===== src/rtl/i2c_regmap_pkg.sv =====
// -----------------------------------------------------------------------------
// i2c_regmap_pkg
// Shared definitions for the I2C control register bank: register map size,
// pointer width, register address constants and the byte-phase encoding.
// -----------------------------------------------------------------------------
package i2c_regmap_pkg;

    localparam int NREG  = 16;
    localparam int PTR_W = 4;

    localparam logic [PTR_W-1:0] REG_FREQ0 = 4'd0;
    localparam logic [PTR_W-1:0] REG_FREQ1 = 4'd1;
    localparam logic [PTR_W-1:0] REG_FREQ2 = 4'd2;
    localparam logic [PTR_W-1:0] REG_FREQ3 = 4'd3;
    localparam logic [PTR_W-1:0] REG_GAIN  = 4'd4;
    localparam logic [PTR_W-1:0] REG_CTRL  = 4'd5;
    localparam logic [PTR_W-1:0] REG_ID    = 4'd15;

    // P_PTR: next written byte is a register pointer.
    // P_DATA: written bytes go to reg[ptr] with auto-increment.
    typedef enum logic {
        P_PTR  = 1'b0,
        P_DATA = 1'b1
    } phase_t;

endpackage


===== src/rtl/i2c_reg_bank_if.sv =====
// -----------------------------------------------------------------------------
// i2c_reg_bank_if
// Byte-level handshake between the I2C slave byte engine (master modport)
// and the register bank (slave modport).
//   data_wrt  [7:0]  byte written by the I2C master
//   wrt_tick         one-cycle strobe, data_wrt valid
//   data_req         level, engine wants a read byte
//   data_rd   [7:0]  byte returned to the I2C master
//   rd_tick          one-cycle strobe, data_rd valid
// -----------------------------------------------------------------------------
interface i2c_reg_bank_if;
    logic [7:0] data_wrt;
    logic       wrt_tick;
    logic       data_req;
    logic [7:0] data_rd;
    logic       rd_tick;

    modport master (
        output data_wrt,
        output wrt_tick,
        output data_req,
        input  data_rd,
        input  rd_tick
    );

    modport slave (
        input  data_wrt,
        input  wrt_tick,
        input  data_req,
        output data_rd,
        output rd_tick
    );
endinterface


===== src/rtl/i2c_bus_cond_detect.sv =====
// -----------------------------------------------------------------------------
// i2c_bus_cond_detect
// Synchronises the raw scl/sda lines into the clk domain and flags bus
// START (sda falls while scl high) and STOP (sda rises while scl high).
//   clk, reset   system clock, asynchronous active-high reset
//   scl, sda     raw I2C lines (monitor only)
//   start, stop  one-cycle pulses
// Pulses are decoded combinationally from the synchronised/delayed flops so
// that a pin change reaches a registered consumer 3 clocks later.
// -----------------------------------------------------------------------------
module i2c_bus_cond_detect (
    input  logic clk,
    input  logic reset,
    input  logic scl,
    input  logic sda,
    output logic start,
    output logic stop
);

    logic scl_s1, scl_s2;
    logic sda_s1, sda_s2, sda_d;

    // Reset to the idle-high bus level so no condition is flagged out of reset.
    always_ff @(posedge clk or posedge reset) begin
        if (reset) begin
            scl_s1 <= 1'b1;
            scl_s2 <= 1'b1;
            sda_s1 <= 1'b1;
            sda_s2 <= 1'b1;
            sda_d  <= 1'b1;
        end else begin
            scl_s1 <= scl;
            scl_s2 <= scl_s1;
            sda_s1 <= sda;
            sda_s2 <= sda_s1;
            sda_d  <= sda_s2;
        end
    end

    assign start = scl_s2 &  sda_d & ~sda_s2;
    assign stop  = scl_s2 & ~sda_d &  sda_s2;

endmodule


===== src/rtl/i2c_reg_bank.sv =====
// -----------------------------------------------------------------------------
// i2c_reg_bank
// Turns the I2C slave byte stream into the receiver control registers.
// First written byte after START/STOP is the register pointer; following
// bytes are written with auto-increment. Register 3 write commits the
// 32-bit NCO frequency word atomically from the shadow registers 0..3.
//   clk, reset    system clock, asynchronous active-high reset
//   scl, sda      raw I2C lines, used only for START/STOP detection
//   bus           byte handshake (slave modport of i2c_reg_bank_if)
//   freq_word     committed NCO tuning word
//   freq_update   one-cycle pulse when freq_word is committed
//   gain, ctrl    registers 4 and 5
// Build option: I2C_REG_READBACK_EN -- when defined, reads return reg[ptr]
// and advance the pointer; when undefined, every read returns DEVICE_ID and
// the pointer is left untouched.
// -----------------------------------------------------------------------------
module i2c_reg_bank
    import i2c_regmap_pkg::*;
#(
    parameter logic [31:0] FREQ_RESET = 32'd0,
    parameter logic [7:0]  GAIN_RESET = 8'h00,
    parameter logic [7:0]  DEVICE_ID  = 8'hD9
) (
    input  logic                 clk,
    input  logic                 reset,
    input  logic                 scl,
    input  logic                 sda,
    i2c_reg_bank_if.slave        bus,
    output logic [31:0]          freq_word,
    output logic                 freq_update,
    output logic [7:0]           gain,
    output logic [7:0]           ctrl
);

    logic             start, stop;
    logic             bus_cond;
    logic             req_rise;
    logic             data_req_q;
    phase_t           phase;
    logic [PTR_W-1:0] ptr;
    logic [7:0]       regs [NREG];

    i2c_bus_cond_detect u_cond (
        .clk   (clk),
        .reset (reset),
        .scl   (scl),
        .sda   (sda),
        .start (start),
        .stop  (stop)
    );

    assign bus_cond = start | stop;
    assign req_rise = bus.data_req & ~data_req_q;

`ifdef I2C_REG_READBACK_EN
    // Register 15 is not stored; it always reads as the device ID.
    function automatic logic [7:0] read_byte(input logic [PTR_W-1:0] p);
        return (p == REG_ID) ? DEVICE_ID : regs[p];
    endfunction
`endif

    always_ff @(posedge clk or posedge reset) begin
        if (reset) begin
            phase       <= P_PTR;
            ptr         <= '0;
            data_req_q  <= 1'b0;
            bus.data_rd <= 8'h00;
            bus.rd_tick <= 1'b0;
            freq_word   <= FREQ_RESET;
            freq_update <= 1'b0;
            for (int i = 0; i < NREG; i++) begin
                regs[i] <= 8'h00;
            end
            regs[REG_FREQ0] <= FREQ_RESET[7:0];
            regs[REG_FREQ1] <= FREQ_RESET[15:8];
            regs[REG_FREQ2] <= FREQ_RESET[23:16];
            regs[REG_FREQ3] <= FREQ_RESET[31:24];
            regs[REG_GAIN]  <= GAIN_RESET;
        end else begin
            data_req_q  <= bus.data_req;
            bus.rd_tick <= 1'b0;
            freq_update <= 1'b0;

            if (req_rise) begin
                bus.rd_tick <= 1'b1;
`ifdef I2C_REG_READBACK_EN
                bus.data_rd <= read_byte(ptr);
`else
                bus.data_rd <= DEVICE_ID;
`endif
            end

            if (bus.wrt_tick) begin
                if (phase == P_PTR) begin
                    ptr   <= bus.data_wrt[PTR_W-1:0];
                    phase <= P_DATA;
                end else begin
                    if (ptr != REG_ID) begin
                        regs[ptr] <= bus.data_wrt;
                    end
                    // Commit uses the incoming byte for bits 31:24, not the stale reg 3.
                    if (ptr == REG_FREQ3) begin
                        freq_word   <= {bus.data_wrt, regs[REG_FREQ2],
                                        regs[REG_FREQ1], regs[REG_FREQ0]};
                        freq_update <= 1'b1;
                    end
                    ptr <= ptr + 1'b1;
                end
            end
`ifdef I2C_REG_READBACK_EN
            else if (req_rise) begin
                ptr <= ptr + 1'b1;
            end
`endif

            // Placed last so a same-cycle write is applied before the phase reset.
            if (bus_cond) begin
                phase <= P_PTR;
            end
        end
    end

    assign gain = regs[REG_GAIN];
    assign ctrl = regs[REG_CTRL];

endmodule

===== src/flat_wrapper.sv =====
// flat-port wrapper written by rule: the top's interface ports become plain ports
module i2c_reg_bank_flat import i2c_regmap_pkg::*;
#(
    parameter logic [31:0] FREQ_RESET = 32'd0,
    parameter logic [7:0]  GAIN_RESET = 8'h00,
    parameter logic [7:0]  DEVICE_ID  = 8'hD9
)
  (clk, reset, scl, sda, freq_word, freq_update, gain, ctrl, bus_data_wrt, bus_wrt_tick, bus_data_req, bus_data_rd, bus_rd_tick);
  i2c_reg_bank_if bus_i ();
  input  logic clk;
  input  logic reset;
  input  logic scl;
  input  logic sda;
  output logic [31:0] freq_word;
  output logic freq_update;
  output logic [7:0] gain;
  output logic [7:0] ctrl;
  input wire logic [$bits(bus_i.data_wrt)-1:0] bus_data_wrt;
  input wire logic [$bits(bus_i.wrt_tick)-1:0] bus_wrt_tick;
  input wire logic [$bits(bus_i.data_req)-1:0] bus_data_req;
  output wire logic [$bits(bus_i.data_rd)-1:0] bus_data_rd;
  output wire logic [$bits(bus_i.rd_tick)-1:0] bus_rd_tick;
  assign bus_i.data_wrt = bus_data_wrt;
  assign bus_i.wrt_tick = bus_wrt_tick;
  assign bus_i.data_req = bus_data_req;
  assign bus_data_rd = bus_i.data_rd;
  assign bus_rd_tick = bus_i.rd_tick;
  i2c_reg_bank #(.FREQ_RESET(FREQ_RESET), .GAIN_RESET(GAIN_RESET), .DEVICE_ID(DEVICE_ID)) u_core (.clk(clk), .reset(reset), .scl(scl), .sda(sda), .bus(bus_i), .freq_word(freq_word), .freq_update(freq_update), .gain(gain), .ctrl(ctrl));
endmodule

===== config.mk =====
export PLATFORM = sky130hd
export DESIGN_NAME = i2c_reg_bank_flat
export DESIGN_NICKNAME = d
export VERILOG_FILES = /design/src/rtl/i2c_regmap_pkg.sv /design/src/rtl/i2c_reg_bank_if.sv /design/src/rtl/i2c_bus_cond_detect.sv /design/src/rtl/i2c_reg_bank.sv /design/src/flat_wrapper.sv
export SDC_FILE = /design/constraint.sdc
export NUM_CORES = 1
export LEC_CHECK = 0
export CAP_MARGIN = 30
export CORE_AREA = 2 2 87 89
export CTS_CLUSTER_SIZE = 40
export DETAILED_ROUTE_END_ITERATION = 6
export DIE_AREA = 0 0 89 91
export GPL_ROUTABILITY_DRIVEN = 0
export MAX_ROUTING_LAYER = met4
export PLACE_DENSITY = 0.78
export SYNTH_ARGS = -nofsm -noshare
export SYNTH_HDL_FRONTEND = slang
export SYNTH_SLANG_ARGS = --single-unit

===== constraint.sdc =====
create_clock -name clk -period 3.85 [get_ports clk]
set_input_delay 0.77 -clock clk [delete_from_list [all_inputs] [get_ports clk]]
set_output_delay 0.77 -clock clk [all_outputs]
set_load 0.02 [all_outputs]

# --- Word level (Yosys, flattened, before mapping) ---
# Cells that the tools add are included.
totals:
  wordCells: 57
  input_bits: 14
  ff_bits: 174
  out_inout_bits: 58
op_classes:
  eq_ne: 2
  reduce_logical: 4
  magnitude_cmp: 2
  bitwise_logic: 10
  muxes: 10
  add_sub_neg: 1
op_table:
  columns: ["op", "count"]
  rows:
  - ["128-bit bitwise mux", 1]
  - ["8-bit demux with 4-bit select", 1]
  - ["8-bit two-way mux", 1]
  - ["1-bit two-way mux", 6]
  - ["3-bit AND reduction", 2]
  - ["1-bit bitwise AND", 5]
  - ["5-bit >= comparator, second input constant", 1]
  - ["5-bit by 1-bit < comparator with 1-bit output, second input constant", 1]
  - ["4-bit NOT with 5-bit output", 1]
  - ["4-bit by 1-bit adder with 4-bit output, second input constant", 1]
  - ["4-bit by 2-bit == test with 1-bit output, second input constant", 1]
  - ["4-bit two-way mux", 1]
  - ["4-bit != test, second input constant", 1]
  - ["1-bit NOT", 3]
  - ["2-bit nonzero test", 1]
  - ["1-bit logical AND", 1]
  - ["1-bit bitwise OR", 1]

# --- Longest topological paths before layout ---
depth:
  word_depth: 6
  ltp_mapped: 5
  ltp_nobuf: 5

# --- Modules after synthesis ---
# Synthesis repeated with hierarchy kept, for this count alone.
unflattened:
  hier_cells: 233
  area_unflattened_um2: 3642.2
by_module_without_submodules:
  columns: ["mod", "cells_per_inst", "seq_area_each_um2", "area_each_um2", "n_inst"]
  rows:
  - ["i2c_reg_bank", 225, 2026.9, 3489.6, 1]
  - ["i2c_bus_cond_detect", 8, 131.4, 152.6, 1]

# --- Worst setup path after synthesis ---
# Ideal clock, no wire load.
synth_timing:
  path_type: "input to register"
  from: "input bus_wrt_tick"
  to: "register u_core.freq_word[10]"
  cell_stages: 4
  n_path_buf: 1
  setup_slack_ns: 2.124
  setup_ns: 0.125
  arrival_ns: 1.601
  cell_sequence: "and4bb_2 > nand2_4 > buf_6 > mux2_4"
synth_via:
  elab_chain_cells: 1
synth_lines:
  columns: ["item", "line_no", "text"]
  rows:
  - ["start, declared", "flat_wrapper.sv:19", "input wire logic [$bits(bus_i.wrt_tick)-1:0] bus_wrt_tick;"]
  - ["3-bit AND reduction (no source line)", null, null]
  - ["end signal, assigned", "i2c_reg_bank.sv:103", "freq_word <= {bus.data_wrt, regs[REG_FREQ2],"]
  - ["end, declared", "i2c_reg_bank.sv:29", "output logic [31:0] freq_word,"]
# No other way between the ends.
# A chain may end at the register's enable or synchronous reset.

# --- Final worst setup path ---
layout_timing:
  from: "input bus_wrt_tick"
  to: "register u_core.freq_word[29]"
# Same word-level chain as after synthesis.

==> results.py <==
metrics = {
    "pwr": {
        "p_switching_uw": 1030,
        "switching_share_pct": 31.3,
        "pwr-share-clk_pct": 18.8,
        "pwr-share-comb_pct": 37.1,
        "p_leak_uw": 0.00207,
        "ir_drop_mv": 0.337,
        "powerDensity_nw_per_um2": 755,
        "p_seq_share_pct": 44.1,
        "p_int_uw": 2270,
    },
    "finish": {
        "diodes": 0,
        "areaGrowthSynthToFinish_pct": 22.2,
        "post_route_cells_drive_above_1_share_pct": 35.8,
        "final_area_sq_um": 4370,
        "nets": 298,
    },
    "clock_network": {
        "clkTransAtPathRegs_ns": 0.08,
        "cts_buffers": 9,
        "clock_latency_ns": 0.35,
        "h-tree-depth": 3,
        "clockBufferDepth": 2,
        "post_cts_resized": 0,
        "cts_hold_buf": 0,
        "clock_sinks": 86,
        "post_cts_buffers": 0,
        "clockRootBuffer": "clkbuf_8",
        "cts_tree": "built",
    },
    "timing": {
        "hold_ws_ns": 0.359,
        "relSlewSlack_pct": 41.9,
        "max_freq_mhz": 413,
        "timing.final.max_slew_violations": 0,
        "tightestPinTransition_ns": 0.871,
        "post-route-min-period_ns": 2.42,
        "setup-tns-final_ns": 0,
        "setup_viol": 0,
        "hold_violations": 0,
        "fin_ws_ns": 1.43,
        "rsz0062_at_grt": "no",
        "final.period_utilization_pct": 63.0,
        "finClkSkew_ns": 0.0105,
    },
    "route": {
        "routed_wl_microns": 5980,
        "drt_first_pass_iters": 4,
        "vias": 1897,
        "antenna_left": 0,
        "wl_per_cell_microns": 15.6,
        "drc": 0,
        "initialDrtViolationCount": 60,
        "via_per_inst": 4.94,
    },
    "setup_path": {
        "cp-start-kind": "input port",
        "required_ns": 4.09,
        "crit_path_end_kind": "register",
        "arrival_ns": 2.67,
        "crit_fanout": 33,
        "path_class": "in2reg",
    },
    "die": {
        "fp-row-count": 31,
        "io_pins": 72,
        "die_height_microns": 91,
        "initial_utilization_pct": 50.1,
        "core_sq_um": 7140,
        "die-area_sq_um": 8100,
        "die_x_microns": 89,
    },
    "global_route": {
        "grt_pass1_vias": 1961,
        "gr-total-overflow": 0,
        "antenna_found_initial": 0,
        "grt_use_total_pct": 17.1,
        "grt_first_pass_wirelength_microns": 10000,
        "grt_max_degree": 55,
    },
    "yosys": {
        "ys_ff_latch": 86,
        "yosys_warnings": 0,
        "synth_cells": 227,
        "yosysTopAreaCell": "dfrtp_1",
        "syn_avg_cell_area_sq_um": 15.7,
        "synth-seq-area-share_pct": 60.4,
        "synth_cell_types": 29,
        "synthArstFlopShare_pct": 100,
        "synthTopCellsByArea": "dfrtp_1, mux2_2, mux2_4",
        "synth_edf_count": 0,
        "netlist.area_leader.share_pct": 56.7,
        "ys.flop_type": "dfrtp_1",
        "syn_area_sq_um": 3570,
    },
    "status": {
        "status": "finished clean",
    },
    "place": {
        "preCtsSetupSlack_ns": 1.06,
        "place_hpwl_microns": 4030,
        "dpl_cell_area_sq_um": 4170,
        "portBuffers": 68,
    },
    "job": {
        "maxCapViolations": 0,
    },
    "min_path": {
        "min_path_type": "reg2reg",
    },
}
## worst max-delay path, cell delays in order
cell and delay (ns):
clkdlybuf4s50_1 0.61, and4bb_2 0.40, nand2_4 0.47, mux2_2 0.40
## sequential cells by signal, indices dropped and copies added (netlist names), 4 cells and up
signal	count
u_core.gain	8
u_core.regs	24
u_core.ptr	4
u_core.ctrl	8
u_core.freq_word	32
## power by group through the flow
stage	sequential [uW]	clock [uW]	combinational, uW
finish	1460	620	1220
floorplan	1580	0	701
CTS	1460	646	1240
global placement	1460	0	1210
global route	1510	680	1310
detailed placement	1470	0	1240
## cells in the final DEF, fill, tap and decap left out, drive strengths merged, types with 3 or more instances in the layout
master         netlist  layout
ha                   4       4
clkbuf               1       9
nor2                 3       3
inv                  4       4
clkdlybuf4s50        0      68
nand2                5       5
dfstp                5       5
dfrtp               81      81
conb                 1       3
clkinv               0       4
a21oi                4       4
mux2                72      72
## path summary, 6_finish.rpt
path	from	to	slack (ns)	cells past startpoint
worst max-delay path	bus_wrt_tick	u_core.freq_word[29]$_DFFE_PP0P_	1.43	4
worst min-delay path	u_core.u_cond.scl_s1$_DFF_PP1_	u_core.u_cond.scl_s2$_DFF_PP1_	0.36	0
worst max register to register	u_core.phase$_DFFE_PP0P_	u_core.freq_word[29]$_DFFE_PP0P_	2.02	3
worst min register to register	u_core.u_cond.scl_s1$_DFF_PP1_	u_core.u_cond.scl_s2$_DFF_PP1_	0.36	0
min in group asynchronous	reset	u_core.freq_word[4]$_DFFE_PP0P_	0.89	2
max in group asynchronous	reset	u_core.freq_word[10]$_DFFE_PP0P_	2.21	3
## metal layers
metal	routed length, microns	vias up	track usage, %
li1	-	870	-
met1	2770	951	23.2
met2	2740	67	23.9
met3	374	9	4.45
met4	97	0	8.58
met5	0	-	-
## cell type report
class                   instances  area [sq um]
fillers                       570          2770
flip-flops and latches         86          2160
multi-input cells             109          1170
repair buffers                 70           696
clock buffers                   9           124
well taps                      99           124
clock inverters                 7          72.6
inverters                       4          16.3
## kinds of logic (layout without fill, tap and decap cells)
| logic type | Yosys count | in the layout | share of synthesized area [%] |
|---|---|---|---|
| other | 1 | 3 | 0.105 |
| xor gates and xnor gates | 1 | 1 | 0.245 |
| and+or+nand+nor | 18 | 18 | 3.22 |
| buffers and inverters | 34 | 90 | 6.90 |
| adders and majority gates | 4 | 4 | 1.40 |
| DFF | 86 | 86 | 60.4 |
| AOI/OAI and AO/OA | 9 | 9 | 1.40 |
| muxes | 74 | 74 | 26.3 |
## per-stage QoR
step | cells | total power (uW) | utilization [%]
floorplan | 229 | 2280 | -
global placement | 368 | 2670 | 58.4
detailed placement | 368 | 2710 | 58.4
CTS | 384 | 3340 | 61.2
global route | 384 | 3500 | 61.2
finish | 384 | 3300 | 61.2
## synth_stat cells, types with 4 or more instances
cell and number:
dfrtp_1 81, mux2_2 43, mux2_4 29, buf_4 23, dfstp_2 5, a21oi_1 4, buf_6 4, ha_1 4
inv_1 4
No activity file was read; power rests on OpenSTA's default activity.
